[src/rtl/id_ex_stage.sv]
// ---------------------------------------------------------------------------
// id_ex_stage
// ID/EX pipeline register for the 5-stage RISC-V core.
//   * Captures the decoded operands, immediate, PC, register addresses and
//     control bundle from ID. The registered rs1/rs2/rd/RegWrite fields feed
//     the EX-stage forwarding logic.
//   * Detects load-use hazards against the instruction currently in EX and
//     raises load_use_stall so PC and IF/ID hold while a bubble is inserted.
//   * Turns flushes, load-use stalls and invalid ID slots into bubbles.
//     A bubble has every field zero, so it never matches in forwarding and
//     never writes a register or memory.
//   * Keeps saturating stall and flush event counters.
//
// Ports
//   clk, rst_n                  clock, asynchronous active-low reset
//   valid_id, pc_id             ID instruction valid / PC
//   rs1_id, rs2_id, rd_id       decoded register addresses
//   uses_rs1_id, uses_rs2_id    instruction really reads rs1 / rs2
//   rs1_data_id, rs2_data_id    register file read data
//   imm_id, ctrl_id             immediate, control bundle
//                               ctrl: [0] RegWrite [1] MemRead [2] MemWrite
//                                     [3] MemtoReg [4] ALUSrc  [8:5] ALUOp
//   flush                       redirect from EX, kill the ID instruction
//   ext_stall                   global freeze, hold all state
//   *_id_ex                     registered fields presented to EX
//   load_use_stall              combinational freeze request for PC/IF/ID
//   stall_cnt, flush_cnt        saturating event counters
// ---------------------------------------------------------------------------
module id_ex_stage #(
    parameter int XLEN   = 32,
    parameter int REG_W  = 5,
    parameter int CTRL_W = 9,
    parameter int CNT_W  = 32
) (
    input  logic              clk,
    input  logic              rst_n,
    input  logic              valid_id,
    input  logic [XLEN-1:0]   pc_id,
    input  logic [REG_W-1:0]  rs1_id,
    input  logic [REG_W-1:0]  rs2_id,
    input  logic [REG_W-1:0]  rd_id,
    input  logic              uses_rs1_id,
    input  logic              uses_rs2_id,
    input  logic [XLEN-1:0]   rs1_data_id,
    input  logic [XLEN-1:0]   rs2_data_id,
    input  logic [XLEN-1:0]   imm_id,
    input  logic [CTRL_W-1:0] ctrl_id,
    input  logic              flush,
    input  logic              ext_stall,
    output logic              valid_id_ex,
    output logic [XLEN-1:0]   pc_id_ex,
    output logic [XLEN-1:0]   rs1_data_id_ex,
    output logic [XLEN-1:0]   rs2_data_id_ex,
    output logic [XLEN-1:0]   imm_id_ex,
    output logic [REG_W-1:0]  rs1_id_ex,
    output logic [REG_W-1:0]  rs2_id_ex,
    output logic [REG_W-1:0]  rd_id_ex,
    output logic [CTRL_W-1:0] ctrl_id_ex,
    output logic              load_use_stall,
    output logic [CNT_W-1:0]  stall_cnt,
    output logic [CNT_W-1:0]  flush_cnt
);

    localparam logic [CNT_W-1:0] CNT_MAX = '1;

    logic hazard;
    logic load_bubble;
    logic capture;

    // A load in EX whose destination is read by the ID instruction. Loads
    // to x0 are excluded since x0 never carries a forwarded value.
    assign hazard = valid_id_ex & ctrl_id_ex[1] & (rd_id_ex != '0) & valid_id &
                    ((uses_rs1_id & (rs1_id == rd_id_ex)) |
                     (uses_rs2_id & (rs2_id == rd_id_ex)));

    // A flush kills the dependent instruction anyway, so no stall is needed.
    assign load_use_stall = hazard & ~flush;

    // flush beats ext_stall so a wrong-path instruction is never held.
    assign load_bubble = flush | (~ext_stall & (hazard | ~valid_id));
    assign capture     = ~flush & ~ext_stall & ~hazard & valid_id;

    always_ff @(posedge clk or negedge rst_n) begin
        if (!rst_n) begin
            valid_id_ex    <= 1'b0;
            pc_id_ex       <= '0;
            rs1_data_id_ex <= '0;
            rs2_data_id_ex <= '0;
            imm_id_ex      <= '0;
            rs1_id_ex      <= '0;
            rs2_id_ex      <= '0;
            rd_id_ex       <= '0;
            ctrl_id_ex     <= '0;
        end else if (load_bubble) begin
            valid_id_ex    <= 1'b0;
            pc_id_ex       <= '0;
            rs1_data_id_ex <= '0;
            rs2_data_id_ex <= '0;
            imm_id_ex      <= '0;
            rs1_id_ex      <= '0;
            rs2_id_ex      <= '0;
            rd_id_ex       <= '0;
            ctrl_id_ex     <= '0;
        end else if (capture) begin
            valid_id_ex    <= 1'b1;
            pc_id_ex       <= pc_id;
            rs1_data_id_ex <= rs1_data_id;
            rs2_data_id_ex <= rs2_data_id;
            imm_id_ex      <= imm_id;
            rs1_id_ex      <= rs1_id;
            rs2_id_ex      <= rs2_id;
            rd_id_ex       <= rd_id;
            ctrl_id_ex     <= ctrl_id;
        end
    end

    always_ff @(posedge clk or negedge rst_n) begin
        if (!rst_n) begin
            stall_cnt <= '0;
            flush_cnt <= '0;
        end else if (flush) begin
            if (flush_cnt != CNT_MAX) begin
                flush_cnt <= flush_cnt + 1'b1;
            end
        end else if (!ext_stall && hazard) begin
            if (stall_cnt != CNT_MAX) begin
                stall_cnt <= stall_cnt + 1'b1;
            end
        end
    end

endmodule

[config.mk]
export PLATFORM = sky130hd
export DESIGN_NAME = id_ex_stage
export DESIGN_NICKNAME = d
export VERILOG_FILES = /design/src/rtl/id_ex_stage.sv
export SDC_FILE = /design/constraint.sdc
export NUM_CORES = 1
export LEC_CHECK = 0
export BUFFER_PORTS_ARGS = -buffer_cell sky130_fd_sc_hd__buf_4
export CAP_MARGIN = 10
export CORE_MARGIN = 4
export CORE_UTILIZATION = 41
export CTS_BUF_LIST = sky130_fd_sc_hd__clkbuf_4 sky130_fd_sc_hd__clkbuf_8
export CTS_CLUSTER_SIZE = 14
export DETAILED_ROUTE_END_ITERATION = 10
export PLACE_DENSITY = 0.71
export SLEW_MARGIN = 20
export SYNTH_ARGS = -nofsm -noshare
export SYNTH_HDL_FRONTEND = slang
export SYNTH_SLANG_ARGS = --single-unit
[constraint.sdc]
create_clock -name clk -period 4.6 [get_ports clk]
set_clock_uncertainty 0.05 [all_clocks]
set_input_delay 0.23 -clock clk [delete_from_list [all_inputs] [get_ports clk]]
set_output_delay 0.23 -clock clk [all_outputs]
set_load 0.005 [all_outputs]
==> results.txt, run 1 <==
FP Rows -> 52
clk_lat worst skew -> 520 ps
main combinational cell family by area after synthesis -> compound AO/OA/AOI/OAI gates
Finished Core Util -> 68.90%
Initial Util -> 41.88%
Tmin final -> 2732 ps
Avg Vias per Cell -> 5.255
most frequent cells in the layout -> buf_4 (379), dfrtp_1 (217), dlygate4sd3_1 (153), a22o_1 (152), xnor2_1 (58)
simple-gate share of the synthesized area -> 9.801%
Ys Warns -> 0
TritonCTS Buffers -> 38
RSZ-0062 raised after global routing -> false
Chip Width -> 152 µm
critical-path maximum fanout -> 82
Area after DPL -> 0.01155 mm²
die area -> 0.02310 mm²
I/O pin count -> 377
CP required -> 4980 ps
fmax -> 0.3660 GHz
Syn-to-layout area delta -> 64.52%
critical path startpoint category -> register
first-pass GRT wire length -> 47.64 mm
half-perimeter wire length after placement -> 18.16 mm
setup_tns -> 0 ps
Post-Route WL -> 29.69 mm
final worst slack -> 1868 ps
dpl ws -> 1896 ps
clock root cell -> clkbuf_8
Post-Syn Area -> 0.008502 mm²
largest net degree at the start of global routing -> 114
Worst-Margin Slew -> 1024 ps
Slew Viols, Final -> 0
CTS tree -> yes
Die Ht -> 152 µm
drt drc -> 0
Buffers on Ports -> 376
clock sink count -> 217
status -> complete, no violations
Syn Inst Count -> 639
GRT Overall Usage -> 25.22%
worst hold slack -> 57.81 ps
area of the core -> 0.02030 mm²
maxcap violations -> 0
H-tree levels -> 2
TritonRoute pass-1 iters -> 4
Syn Nets -> 800
vias in the first global route -> 8,388
clock-pin slew on the worst setup and hold paths -> 70 ps
share of cells above drive strength 1 -> 37.90%
Final Hold Fails -> 0
DR iter-0 viols -> 411
arrival time at the worst endpoint -> 3110 ps
Setup CP Type -> register to register
Wirelength per Cell -> 20.23 µm
relative slew slack -> 31.76%
Nets -> 1,335
leakage power -> 7.107 nW
GRT overflow -> 0
number of nets with antenna violations after routing -> 0
DR vias -> 7,715
post-route cell area -> 0.01399 mm²
fillers -> 1,390
Post-Synth XOR/XNOR Area -> 7.314%
post-synthesis mux area share -> 0.1325%
register bit total from synthesis -> 217
sequential fraction of the synthesis area -> 63.87%
post-synthesis adder-cell area fraction -> 0.2943%
total power per unit cell area -> 336.9 mW/mm²
Max rail drop VDD -> 209.0 µV
compound-cell area share of the yosys netlist -> 16.42%
Setup Buffers After CTS -> 0
Antenna Cells -> 0
RD Place Congestion -> 0.8686
commonest non-fill, non-tap cell in the layout -> buf_4
initial antenna violation count -> 0
CP Capture Type -> register
# setup viols final -> 0
Synth Area per Inst -> 13.31 µm²
Hold Crit Class -> primary input to register
Yosys cell types -> 31
clock tree buffer depth -> 3
Tcrit/Tclk final -> 59.40%
[routing by layer]
metal	share of wire, %	routed length [µm]	GRT usage [%]
met2	50	14830	42.89
met5	0	0	0
met3	7.4	2207	7.167
met1	39	11680	30.88
met4	3.3	969	8.990
[worst max-delay path: stages (launching register included)]
cell,delay (ps)
dfrtp_1,460
xnor2_1,170
nand4_1,110
o22ai_1,130
nand2_1,110
and3_4,790
buf_4,540
a22o_1,240
[registers in the layout (all words and copies together) (netlist names)]
signal and flops:
ctrl_id_ex 9, valid_id_ex 1, rs2_data_id_ex 32, rs1_data_id_ex 32, rd_id_ex 5, rs2_id_ex 5, stall_cnt 32, pc_id_ex 32
rs1_id_ex 5, flush_cnt 32, imm_id_ex 32
[cells by family after synthesis]
kind of cell,count (synthesis)
flip-flops,217
XOR/XNOR,71
buffers and inverters,41
AND/OR/NAND/NOR,146
adder cells (fa/ha/maj),2
AO/OA/AOI/OAI,161
multiplexers,1
[path summary, 6_finish.rpt]
check                               from  cells after the start  slack [ps]                 end
min reg2reg                flush_cnt[21]                      1         450       flush_cnt[21]
max                          rd_id_ex[1]                      7        1870  rs2_data_id_ex[24]
max in group asynchronous          rst_n                      3        3060        imm_id_ex[1]
max reg2reg                  rd_id_ex[1]                      7        1870  rs2_data_id_ex[24]
min in group asynchronous          rst_n                      2         370        stall_cnt[7]
min                            ext_stall                      4          60       stall_cnt[28]
[metrics by stage]
step,std cells,total power [mW]
floorplan,639,2.221
global placement,1251,2.543
detailed placement,1251,2.549
CTS,1468,4.729
global route,1468,4.908
finish,1468,4.713
[cells in the mapped netlist, drive strengths merged]
library cell / number / area (µm²)
a31oi: 1 / 6.260
inv: 2 / 7.510
nand3: 23 / 130.1
nor2b: 2 / 12.51
nor4: 2 / 33.78
mux2: 1 / 11.26
and2: 6 / 37.54
o211ai: 1 / 7.510
o21a: 2 / 15.01
nor2: 19 / 71.32
xor2: 13 / 113.9
buf: 14 / 82.58
o22ai: 1 / 6.260
ha: 2 / 25.02
o2111a: 1 / 12.51
nand4: 33 / 212.7
clkbuf: 25 / 93.84
a21o: 1 / 7.510
nand2: 27 / 101.4
nor3: 3 / 15.01
a21oi: 2 / 10.01
dfrtp: 217 / 5430
xnor2: 58 / 508.0
a22o: 152 / 1331
and4: 9 / 78.83
and3: 20 / 125.1
and2b: 2 / 15.01
[power by group]
part	leakage [nW]	internal, mW	total [mW]	switching (mW)
clock network	0.469	1.28	2.08	0.792
logic	3.67	0.339	0.574	0.235
registers	2.96	1.99	2.06	0.0743
[layout make-up]
class	instances	area [µm²]	share of cell area (%)
flip-flops and latches	217	5430	38.82
repair buffers	534	4410	31.53
multi-input cells	381	2900	20.74
clock buffers	58	767.0	5.483
well taps	270	337.8	2.415
clock inverters	6	133.9	0.9571
inverters	2	7.507	0.05367
[repair_timing]
| action | 4_1_cts | 5_1_grt |
|---|---|---|
| endpoints found under the setup margin | 0 | 0 |
| gates resized for setup | 0 | 0 |
| hold endpoints to repair | 264 | 0 |
| hold buffers | 153 | 0 |
(Power assumes the default switching activity.)
==> run 2, diff against run 1 <==
--- a/config.mk
+++ b/config.mk
@@ -5,6 +5,7 @@
 export SDC_FILE = /design/constraint.sdc
 export NUM_CORES = 1
 export LEC_CHECK = 0
+export ABC_AREA = 1
 export BUFFER_PORTS_ARGS = -buffer_cell sky130_fd_sc_hd__buf_4
 export CAP_MARGIN = 10
 export CORE_MARGIN = 4
@@ -12,7 +13,7 @@
 export CTS_BUF_LIST = sky130_fd_sc_hd__clkbuf_4 sky130_fd_sc_hd__clkbuf_8
 export CTS_CLUSTER_SIZE = 14
 export DETAILED_ROUTE_END_ITERATION = 10
-export PLACE_DENSITY = 0.71
+export PLACE_DENSITY = 0.7
 export SLEW_MARGIN = 20
 export SYNTH_ARGS = -nofsm -noshare
 export SYNTH_HDL_FRONTEND = slang
==> constraint.sdc (replaced) <==
create_clock -name clk -period 2.5 [get_ports clk]
set_clock_uncertainty 0.05 [all_clocks]
set_input_delay 0.125 -clock clk [delete_from_list [all_inputs] [get_ports clk]]
set_output_delay 0.125 -clock clk [all_outputs]
set_load 0.005 [all_outputs]
==> run 2 against run 1 <==
  * Register-to-register slack got worse by 1600 ps
  * Via count increased by 59%
  * Flip-flop and latch count unchanged
  * Synthesized area up 29%
  * Cell count is 54% higher
  * Design area grew 17%
  * Clock power is 70% higher
  * Sequential power is 86% higher
  * Die area increased by 27%
  * Critical endpoint is now load_use_stall
  * Largest cell class unchanged
==> results.txt, run 2 <==
post-synthesis adder-cell area fraction -> 0.2286% (-0.066 points)
CTS tree -> yes
relative slew slack -> 48.55% (+17 points)
Die Ht -> 171.4 µm (+13%)
status -> complete, no violations
Buffers on Ports -> 376 (unchanged)
most frequent cell after synthesis -> nand2_1
GRT overflow -> 0 (unchanged)
Post-Synth XOR/XNOR Area -> 1.920% (-5.4 points)
simple-gate share of the synthesized area -> 39.59% (+30 points)
FP Rows -> 59 (+13%)
clock tree buffer depth -> 3 (unchanged)
Critical Path, Cell by Cell -> inv_1 -> nand2_1 -> nand2_1 -> nor2_1 -> nand3_1 -> nand2_1 -> nand2_8 -> nor2_1 -> buf_4
top cells by area, synth -> dfrtp_1 (50%), nand2_1 (16%), nand4_1 (9.0%)
Setup CP Type -> register to output port
post-synth top area cell -> dfrtp_1
Final Hold Fails -> 0 (unchanged)
Syn-to-layout area delta -> 50.00%
CP Capture Type -> output port
cell family with most CP delay -> simple AND/OR/NAND/NOR gates
share of the synthesized area in the top cell type -> 49.61% (-14 points)
Initial Util -> 41.88% (about the same)
RD Place Congestion -> 0.8972 (+3.3%)
# setup viols final -> 0 (unchanged)
most frequent cells in the layout -> nand2_1 (462), buf_4 (388), dfrtp_1 (217), nand3_1 (184), nand4_1 (157)
R2R setup slack -> 280 ps (-1590 ps)
clk_lat worst skew -> 530 ps (about the same)
Worst-Margin Slew -> 771.8 ps (-251.7 ps)
Post-Route WL -> 41.57 mm (+40%)
commonest non-fill, non-tap cell in the layout -> nand2_1
Nets -> 2,055 (+54%)
arrival time at the worst endpoint -> 2110 ps (-1000 ps)
ys async rst share -> 100.0% (unchanged)
TritonRoute pass-1 iters -> 5 (+1)
ys flop type -> dfrtp_1
dpl ws -> 189.0 ps (-1707 ps)
Finished Core Util -> 62.83% (-6.1 points)
area of the core -> 0.02613 mm² (+29%)
Syn Nets -> 1,559 (+95%)
RR Startpoint -> stall_cnt[0]
CP startpoint -> rd_id_ex[3]
Slew Viols, Final -> 0 (unchanged)
DR vias -> 12,300 (+59%)
Ys Warns -> 0 (unchanged)
CP required -> 2330 ps (-2650 ps)
total power per unit cell area -> 527.5 mW/mm² (+57%)
leakage power -> 8.646 nW (+22%)
Wirelength per Cell -> 18.44 µm (-8.8%)
GRT Overall Usage -> 27.44% (+2.2 points)
critical-path maximum fanout -> 31 (-62%)
WP depth -> 9 (+2)
Synth Area per Inst -> 7.829 µm² (-41%)
post-synthesis mux area share -> 0% (-0.13 points)
Avg Vias per Cell -> 5.452 (+3.7%)
WP buf/inv -> 2 (+1)
main combinational cell family by area after synthesis -> simple AND/OR/NAND/NOR gates
clock root cell -> clkbuf_8
DR iter-0 viols -> 1,001 (+140%)
I/O pin count -> 377 (unchanged)
RSZ-0062 raised after global routing -> false
Post-synth top cells -> nand2_1 (463), dfrtp_1 (217), nand3_1 (185)
clock-pin slew on the worst setup and hold paths -> 50 ps (-20 ps)
compound-cell area share of the yosys netlist -> 2.606% (-14 points)
sequential fraction of the synthesis area -> 49.61% (-14 points)
Max rail drop VDD -> 424.0 µV (+100%)
largest net degree at the start of global routing -> 154 (+35%)
drt drc -> 0 (unchanged)
critical path startpoint category -> register
Yosys cell types -> 29 (-6.5%)
Syn Inst Count -> 1,398 (+120%)
setup_tns -> 0 ps (unchanged)
CP peak stage delay -> 410 ps (-380 ps)
initial antenna violation count -> 1 (+1)
TritonCTS Buffers -> 40 (+5.3%)
EDFF count, synth -> 0 (unchanged)
cells on worst reg2reg path -> 10 (+3)
register bit total from synthesis -> 217 (unchanged)
vias in the first global route -> 12,370 (+47%)
RR Endpoint -> stall_cnt[12]
Chip Width -> 171.4 µm (+13%)
final worst slack -> 218.5 ps (-1649 ps)
CP endpoint -> load_use_stall
fillers -> 2,142 (+54%)
CP most frequent cell -> nand2_1
clock sink count -> 217 (unchanged)
half-perimeter wire length after placement -> 25.77 mm (+42%)
share of cells above drive strength 1 -> 24.96% (-13 points)
Crit-path slowest cell -> dfrtp_1
number of nets with antenna violations after routing -> 0 (unchanged)
fmax -> 0.4383 GHz
Tmin final -> 2282 ps
H-tree levels -> 2 (unchanged)
die area -> 0.02937 mm² (+27%)
first-pass GRT wire length -> 65.54 mm (+38%)
maxcap violations -> 0 (unchanged)
Hold Crit Class -> primary input to asynchronous set/reset pin
Post-Syn Area -> 0.01095 mm² (+29%)
Tcrit/Tclk final -> 91.26%
[run 2: cell count changes after synthesis, moves of 22 or more]
| cell | before | now |
|---|---|---|
| a22o_1 | 152 | 0 |
| clkbuf_1 | 25 | 67 |
| inv_1 | 2 | 60 |
| nand2_1 | 27 | 463 |
| nand3_1 | 20 | 185 |
| nand4_1 | 32 | 157 |
| nor2_1 | 19 | 80 |
| nor3_1 | 3 | 25 |
| o21ai_0 | 0 | 49 |
| xnor2_1 | 58 | 6 |
[run 2: what timing repair did]
item / 4_1_cts / 5_1_grt
resized for setup: 0 / 3
endpoints found under the hold margin: 249 / 0
setup buffers: 0 / 0
hold buffers: 153 / 0
endpoints found under the setup margin: 0 / 26
[run 2: worst reg2reg max path, cell delays in order, from the launching register on]
cell,delay [ps]
dfrtp_1,440
ha_2,260
nand3_4,140
nor2_4,60
nand3_2,70
nor2_2,40
nand2_2,140
nor2_8,110
nor2_4,630
nand2_1,140
nand2_1,100
[run 2: how the worst min path moves through the flow]
stage	slack (ps)	cells past startpoint	to	startpoint
after detailed placement	120	1	flush_cnt[27]	rst_n
after CTS	120	5	flush_cnt[21]	flush
after global placement	120	1	flush_cnt[27]	rst_n
final	130	2	flush_cnt[29]	rst_n
after global routing	170	2	flush_cnt[27]	rst_n
after floorplan	-220	0	ctrl_id_ex[0]	rst_n
[run 2: power breakdown]
group	internal (mW)	total [mW]	switching [mW]
combinational	0.658	1.29	0.635
clock	2.00	3.54	1.53
sequential	3.68	3.83	0.154
total	6.34	8.66	2.32
[run 2: cell families after synthesis]
logic type	count (synthesis)
and+or+nand+nor	940
DFF	217
buffers and inverters	159
AOI/OAI and AO/OA	56
xor gates and xnor gates	24
adders and majority gates	2
[run 2: layer usage]
metal  track usage, %  up-vias  wire length [µm]
li1                 -     5696                 -
met1            34.00     5812             16050
met2            44.27      617             19570
met3            6.274      170              3123
met4            15.64        0              2839
met5                0        -                 0
[run 2: layout make-up]
class / instances / area (µm²) / share of cell area, %
multi-input cells: 1023 / 4888 / 29.77
clock inverters: 6 / 33.78 / 0.2058
diodes: 1 / 2.502 / 0.01524
repair buffers: 550 / 4619 / 28.14
flip-flops and latches: 217 / 5430 / 33.07
well taps: 335 / 419.2 / 2.553
clock buffers: 61 / 789.5 / 4.809
inverters: 62 / 235.2 / 1.433
[run 2: through the flow]
step	cells	hold WS, ps	instance area, µm²	power, mW
final	2255	134.1	16420	8.661
after global routing	2255	166.1	16420	9.050
after CTS	2253	123.7	16390	8.726
after detailed placement	2033	116.9	14030	4.958
after global placement	2033	119.2	14030	4.949
after floorplan	1398	-220.6	10950	4.263
